--- src/rtl/serial_frame_pkg.sv ---
// Shared types, default parameters and helpers for the serial frame demultiplexer.
package serial_frame_pkg;

  typedef enum logic [1:0] {
    HUNT    = 2'd0,
    HDR_CH  = 2'd1,
    HDR_LEN = 2'd2,
    PAYLOAD = 2'd3
  } state_t;

  localparam int         DEF_START_LEN = 4;
  localparam logic [3:0] DEF_START_PAT = 4'b1101;
  localparam int         DEF_CH_BITS   = 2;
  localparam int         DEF_LEN_BITS  = 4;

  // Width of a counter that must reach max(ch_bits, len_bits).
  function automatic int hdr_cnt_w(input int ch_bits, input int len_bits);
    int m;
    m = (ch_bits > len_bits) ? ch_bits : len_bits;
    return $clog2(m + 1);
  endfunction

endpackage

--- src/rtl/start_pattern_det.sv ---
// Start-pattern hunter: tracks the last accepted bits and flags a match on the
// bit that completes the pattern, once enough bits have been seen since clear.
module start_pattern_det
  import serial_frame_pkg::*;
#(
  parameter int                   START_LEN = DEF_START_LEN,
  parameter logic [START_LEN-1:0] START_PAT = DEF_START_PAT
) (
  input  logic clk,
  input  logic rst,
  input  logic clr,
  input  logic bit_en,
  input  logic ser_in,
  output logic match
);

  localparam int FW = $clog2(START_LEN + 1);

  // Only START_LEN-1 bits of history are kept; the current bit completes the window.
  logic [START_LEN-2:0] r_hist;
  logic [FW-1:0]        r_fill;
  logic [START_LEN-1:0] w_win;
  logic                 w_full;

  assign w_win  = {r_hist, ser_in};
  assign w_full = (r_fill >= FW'(START_LEN - 1));
  assign match  = bit_en && !clr && w_full && (w_win == START_PAT);

  // Shift history and count fill (saturating) on accepted bits; clear restarts the hunt.
  always_ff @(posedge clk or posedge rst) begin
    if (rst) begin
      r_hist <= '0;
      r_fill <= '0;
    end else if (clr) begin
      r_hist <= '0;
      r_fill <= '0;
    end else if (bit_en) begin
      r_hist <= w_win[START_LEN-2:0];
      if (r_fill != FW'(START_LEN)) r_fill <= r_fill + 1'b1;
    end
  end

endmodule

--- src/rtl/serial_frame_demux.sv ---
// Serial frame receiver: hunts a start pattern, captures channel and length
// header fields, then routes payload bits to the addressed channel.
module serial_frame_demux
  import serial_frame_pkg::*;
#(
  parameter int                   START_LEN = DEF_START_LEN,
  parameter logic [START_LEN-1:0] START_PAT = DEF_START_PAT,
  parameter int                   CH_BITS   = DEF_CH_BITS,
  parameter int                   LEN_BITS  = DEF_LEN_BITS
) (
  input  logic                       clk,
  input  logic                       rst,
  input  logic                       bit_en,
  input  logic                       ser_in,
  output logic                       ser_out,
  output logic [(1<<CH_BITS)-1:0]    ch_valid,
  output logic [CH_BITS-1:0]         cur_ch,
  output logic                       frame_done,
  output logic                       busy
);

  localparam int NUM_CH = 1 << CH_BITS;
  localparam int HCW    = hdr_cnt_w(CH_BITS, LEN_BITS);

  state_t              r_state, w_state_nxt;
  logic [HCW-1:0]      r_hcnt, w_hcnt_nxt;
  logic [LEN_BITS-1:0] r_len, w_len_nxt;
  logic [LEN_BITS-1:0] r_rem, w_rem_nxt;
  logic [CH_BITS-1:0]  r_cur_ch, w_cur_ch_nxt;
  logic                r_ser_out, w_ser_out_nxt;
  logic [NUM_CH-1:0]   r_ch_valid, w_ch_valid_nxt;
  logic                r_frame_done, w_frame_done_nxt;
  logic                r_busy, w_busy_nxt;

  logic                w_match;
  logic                w_clr;
  logic                w_ch_last;
  logic                w_len_last;
  logic                w_rem_last;
  logic [LEN_BITS-1:0] w_len_full;

  // The detector is held clear outside HUNT so payload bits never seed a match.
  assign w_clr      = (r_state != HUNT);
  assign w_ch_last  = (r_hcnt == HCW'(CH_BITS - 1));
  assign w_len_last = (r_hcnt == HCW'(LEN_BITS - 1));
  assign w_rem_last = (r_rem == LEN_BITS'(1));
  assign w_len_full = (r_len << 1) | LEN_BITS'(ser_in);

  start_pattern_det #(
    .START_LEN (START_LEN),
    .START_PAT (START_PAT)
  ) u_det (
    .clk    (clk),
    .rst    (rst),
    .clr    (w_clr),
    .bit_en (bit_en),
    .ser_in (ser_in),
    .match  (w_match)
  );

  // State register.
  always_ff @(posedge clk or posedge rst) begin
    if (rst) r_state <= HUNT;
    else     r_state <= w_state_nxt;
  end

  // Next-state decode; advances only on accepted bits.
  always_comb begin
    w_state_nxt = r_state;
    case (r_state)
      HUNT:    if (w_match) w_state_nxt = HDR_CH;
      HDR_CH:  if (bit_en && w_ch_last) w_state_nxt = HDR_LEN;
      HDR_LEN: if (bit_en && w_len_last)
                 w_state_nxt = (w_len_full == '0) ? HUNT : PAYLOAD;
      PAYLOAD: if (bit_en && w_rem_last) w_state_nxt = HUNT;
      default: w_state_nxt = HUNT;
    endcase
  end

  // Next values for counters, header fields and registered outputs.
  always_comb begin
    w_hcnt_nxt       = r_hcnt;
    w_len_nxt        = r_len;
    w_rem_nxt        = r_rem;
    w_cur_ch_nxt     = r_cur_ch;
    w_ser_out_nxt    = r_ser_out;
    w_ch_valid_nxt   = '0;
    w_frame_done_nxt = 1'b0;
    case (r_state)
      HUNT: w_hcnt_nxt = '0;
      HDR_CH: if (bit_en) begin
        w_cur_ch_nxt = (r_cur_ch << 1) | CH_BITS'(ser_in);
        w_hcnt_nxt   = w_ch_last ? '0 : r_hcnt + 1'b1;
      end
      HDR_LEN: if (bit_en) begin
        w_len_nxt = w_len_full;
        if (w_len_last) begin
          w_hcnt_nxt = '0;
          if (w_len_full == '0) w_frame_done_nxt = 1'b1;
          else                  w_rem_nxt        = w_len_full;
        end else begin
          w_hcnt_nxt = r_hcnt + 1'b1;
        end
      end
      PAYLOAD: if (bit_en) begin
        w_ser_out_nxt    = ser_in;
        w_ch_valid_nxt   = NUM_CH'(1) << r_cur_ch;
        w_rem_nxt        = r_rem - 1'b1;
        w_frame_done_nxt = w_rem_last;
      end
      default: w_hcnt_nxt = '0;
    endcase
    w_busy_nxt = (w_state_nxt != HUNT);
  end

  // Datapath and output registers.
  always_ff @(posedge clk or posedge rst) begin
    if (rst) begin
      r_hcnt       <= '0;
      r_len        <= '0;
      r_rem        <= '0;
      r_cur_ch     <= '0;
      r_ser_out    <= 1'b0;
      r_ch_valid   <= '0;
      r_frame_done <= 1'b0;
      r_busy       <= 1'b0;
    end else begin
      r_hcnt       <= w_hcnt_nxt;
      r_len        <= w_len_nxt;
      r_rem        <= w_rem_nxt;
      r_cur_ch     <= w_cur_ch_nxt;
      r_ser_out    <= w_ser_out_nxt;
      r_ch_valid   <= w_ch_valid_nxt;
      r_frame_done <= w_frame_done_nxt;
      r_busy       <= w_busy_nxt;
    end
  end

  assign ser_out    = r_ser_out;
  assign ch_valid   = r_ch_valid;
  assign cur_ch     = r_cur_ch;
  assign frame_done = r_frame_done;
  assign busy       = r_busy;

endmodule

--- config.mk ---
export PLATFORM = sky130hd
export DESIGN_NAME = serial_frame_demux
export DESIGN_NICKNAME = d
export VERILOG_FILES = /design/src/rtl/serial_frame_pkg.sv /design/src/rtl/start_pattern_det.sv /design/src/rtl/serial_frame_demux.sv
export SDC_FILE = /design/constraint.sdc
export NUM_CORES = 1
export LEC_CHECK = 0
export CAP_MARGIN = 15
export CORE_ASPECT_RATIO = 1.75
export CORE_MARGIN = 1.5
export CORE_UTILIZATION = 59
export DETAILED_ROUTE_END_ITERATION = 10
export PLACE_DENSITY = 0.81
export SYNTH_ARGS = -nofsm -noshare
export SYNTH_HDL_FRONTEND = slang
export SYNTH_SLANG_ARGS = --single-unit
export TNS_END_PERCENT = 50
--- constraint.sdc ---
create_clock -name clk -period 3.05 [get_ports clk]
set_input_delay 0.915 -clock clk [delete_from_list [all_inputs] [get_ports clk]]
set_output_delay 0.915 -clock clk [all_outputs]
set_load 0.005 [all_outputs]
==> impl_metrics.ini <==
[yosys]
syn-num-nets = 166
async_flop_share_pct = 100
syn_avg_cell_area_sq_um = 10.5
yosys_most_used_dff = dfrtp_1
ys_warn_count = 0
synth_edf_count = 0
ys_seq_area_share_pct = 43.8
postSynthCellCount = 147
synth_top_area_share_pct = 43.8
synth.area.top_cells = dfrtp_1, ha_1, mux2_2
ys_types = 41
yosysTopAreaCell = dfrtp_1
netlist_area_sq_um = 1540
postSynthRegisterBits = 27

[worst_hold_path]
min_path_type = reg -> reg
hold_depth = 1

[critical_path]
cp.arrival_ns = 2.63
critPathKind = in -> reg
required_ns = 3.19
critPathLaunchType = input port
rr_worst_depth = 5
cp-end-kind = flop
cp_max_fo = 11

[clock_network]
cts_buffers = 3
tritoncts = yes
cts_root_buffer = clkbuf_8
cts_resized = 0
cts_sinks = 27
path_clk_slew_ns = 0.08
post_cts.repair.setup_buffers = 0
clock_latency_ns = 0.27
clock_tree.buffer_depth = 2
cts_hold_buf = 0
htreeDepth = 1

[floorplan]
core_area_sq_um = 2490
boundaryPins = 13
die_height_um = 70.6
die_w_um = 41.7
num_rows = 24
dieArea_sq_um = 2940
initial_core_util_pct = 61.9

[detailed_routing]
wirelength_um = 2670
drt-initial-drc-count = 14
antenna_left = 0
remaining_drc_errors = 0
routed_via_density = 5.78
routedWlPerCell_um = 14.1
route.vias.total = 1092
drt_pre_antenna_iters = 4

[place]
hpwlAfterDp_um = 2140
dp_slack_ns = 0.263
io_buffer_count = 12
gp_congestion = 0.843

[cells_and_area]
area_growth_pct = 13.5
fillers = 190
multiInputGateArea_sq_um = 793
layout_common_cells = dfrtp_1, inv_1, ha_1
diodes = 0
nets = 183
final_common_cell = dfrtp_1
post-route-util_pct = 70.2
drive_above_1_share_pct = 11.0
seqCellArea_sq_um = 676

[sta]
setup_viol = 0
skew_ns = 0.00776
period_minus_slack_ns = 2.49
fin_crit_sh_pct = 81.6
clock.fmax_mhz = 402
slew_viol_final = 0
holdWs_ns = 0.519
rsz0062_at_grt = false
worstMarginPinSlew_ns = 0.570
worst_slack_ns = 0.561
hold_violations = 0
slew_headroom_pct = 62.0
setup_tns_ns = 0

[global_route]
grt_pass1_wl_um = 4730
grt_use_met3_pct = 3.32
grt_pass1_vias = 1131
grt_util_met2_pct = 38.0
antenna_found_initial = 0
grt.overflow.total = 0
grt-busiest-layer = met2
grt_max_degree = 28
use_met1_pct = 22.7
track_usage_pct = 20.6

[pwr]
intPower_w = 0.000869
cellPowerDensity_nw_per_um2 = 796
total_power_w = 0.00139
netSwitchingFraction_pct = 37.6
comb_power_share_pct = 42.2
power.switching_w = 0.000524
power_leakage_nw = 0.774
p_clk_share_pct = 14.1
ir_drop_v = 0.000536
pwr-share-seq_pct = 43.7

[run_status]
outcome = completed

[job]
max_cap_viol_count = 0
[cells by family (layout without fill, tap and decap cells)]
logic type / Yosys count / in the layout / synth area share (%)
adders and majority gates: 15 / 15 / 12.2
AOI/OAI and AO/OA: 35 / 35 / 17.3
buffers and inverters: 19 / 35 / 4.79
DFF: 27 / 27 / 43.8
muxes: 9 / 9 / 6.33
and+or+nand+nor: 41 / 41 / 15.1
xor gates and xnor gates: 1 / 1 / 0.568
[metal layers]
layer	wire, um	vias to the layer above
met3	48	6
met4	60	0
met1	1110	521
met5	0	-
li1	-	548
met2	1450	17
[cell usage after synthesis (2+ instances only)]
library cell	count
dfrtp_1	27
inv_1	16
ha_1	15
nand2_1	9
nor2_1	7
a21oi_1	6
mux2_2	6
o21ai_0	6
nor2b_1	4
and2_1	3
mux2i_1	3
nor3_1	3
nor3b_1	3
o21bai_1	3
a21o_1	2
a2bb2oi_1	2
and3b_1	2
buf_2	2
nand2b_1	2
nand3_1	2
o221ai_2	2
o22ai_1	2
o31ai_1	2
[power groups by stage]
stage	sequential, W	clock [W]	combinational [W]
floorplan	0.000582	0	0.000438
global placement	0.000607	0	0.000568
detailed placement	0.000617	0	0.000600
CTS	0.000610	0.000203	0.000599
global route	0.000633	0.000217	0.000672
finish	0.000609	0.000196	0.000588
[worst max-delay path: stages]
cell and delay, ns:
clkdlybuf4s50_1 0.67, nand4bb_1 0.17, a22o_1 0.26, a2111oi_1 0.49, o21bai_1 0.13
[cell type report]
type | instances | share of cell area (%)
repair buffers | 15 | 8.15
flip-flops and latches | 27 | 38.6
clock inverters | 1 | 0.286
inverters | 16 | 3.43
multi-input cells | 101 | 45.3
clock buffers | 3 | 2.36
well taps | 26 | 1.86
[worst paths after layout]
path                            slack (ns)                          end                 start
worst max-delay path                  0.56               busy$_DFF_PP0_                bit_en
worst min-delay path                  0.52          ser_out$_DFFE_PP0P_   ser_out$_DFFE_PP0P_
worst max register to register        0.88         r_rem[3]$_DFFE_PP0P_  r_state[1]$_DFF_PP0_
worst min register to register        0.52          ser_out$_DFFE_PP0P_   ser_out$_DFFE_PP0P_
max in group asynchronous             1.81  u_det.r_fill[2]$_DFFE_PP0P_                   rst
min in group asynchronous             0.99        ch_valid[3]$_DFF_PP0_                   rst
[registers in the layout, indices dropped and copies added (netlist names)]
| signal | cells |
|---|---|
| cur_ch | 2 |
| busy | 1 |
| frame_done | 1 |
| r_state | 2 |
| ser_out | 1 |
| u_det.r_fill | 3 |
| r_hcnt | 3 |
| r_rem | 4 |
| u_det.r_hist | 3 |
| ch_valid | 4 |
| r_len | 3 |
[stage by stage]
| stage | cells | cell area, sq um |
|---|---|---|
| floorplan | 147 | 1540 |
| detailed placement | 185 | 1700 |
| finish | 189 | 1750 |
| CTS | 189 | 1750 |
| global route | 189 | 1750 |
| global placement | 185 | 1700 |
Power figures use the tool's default switching activity.
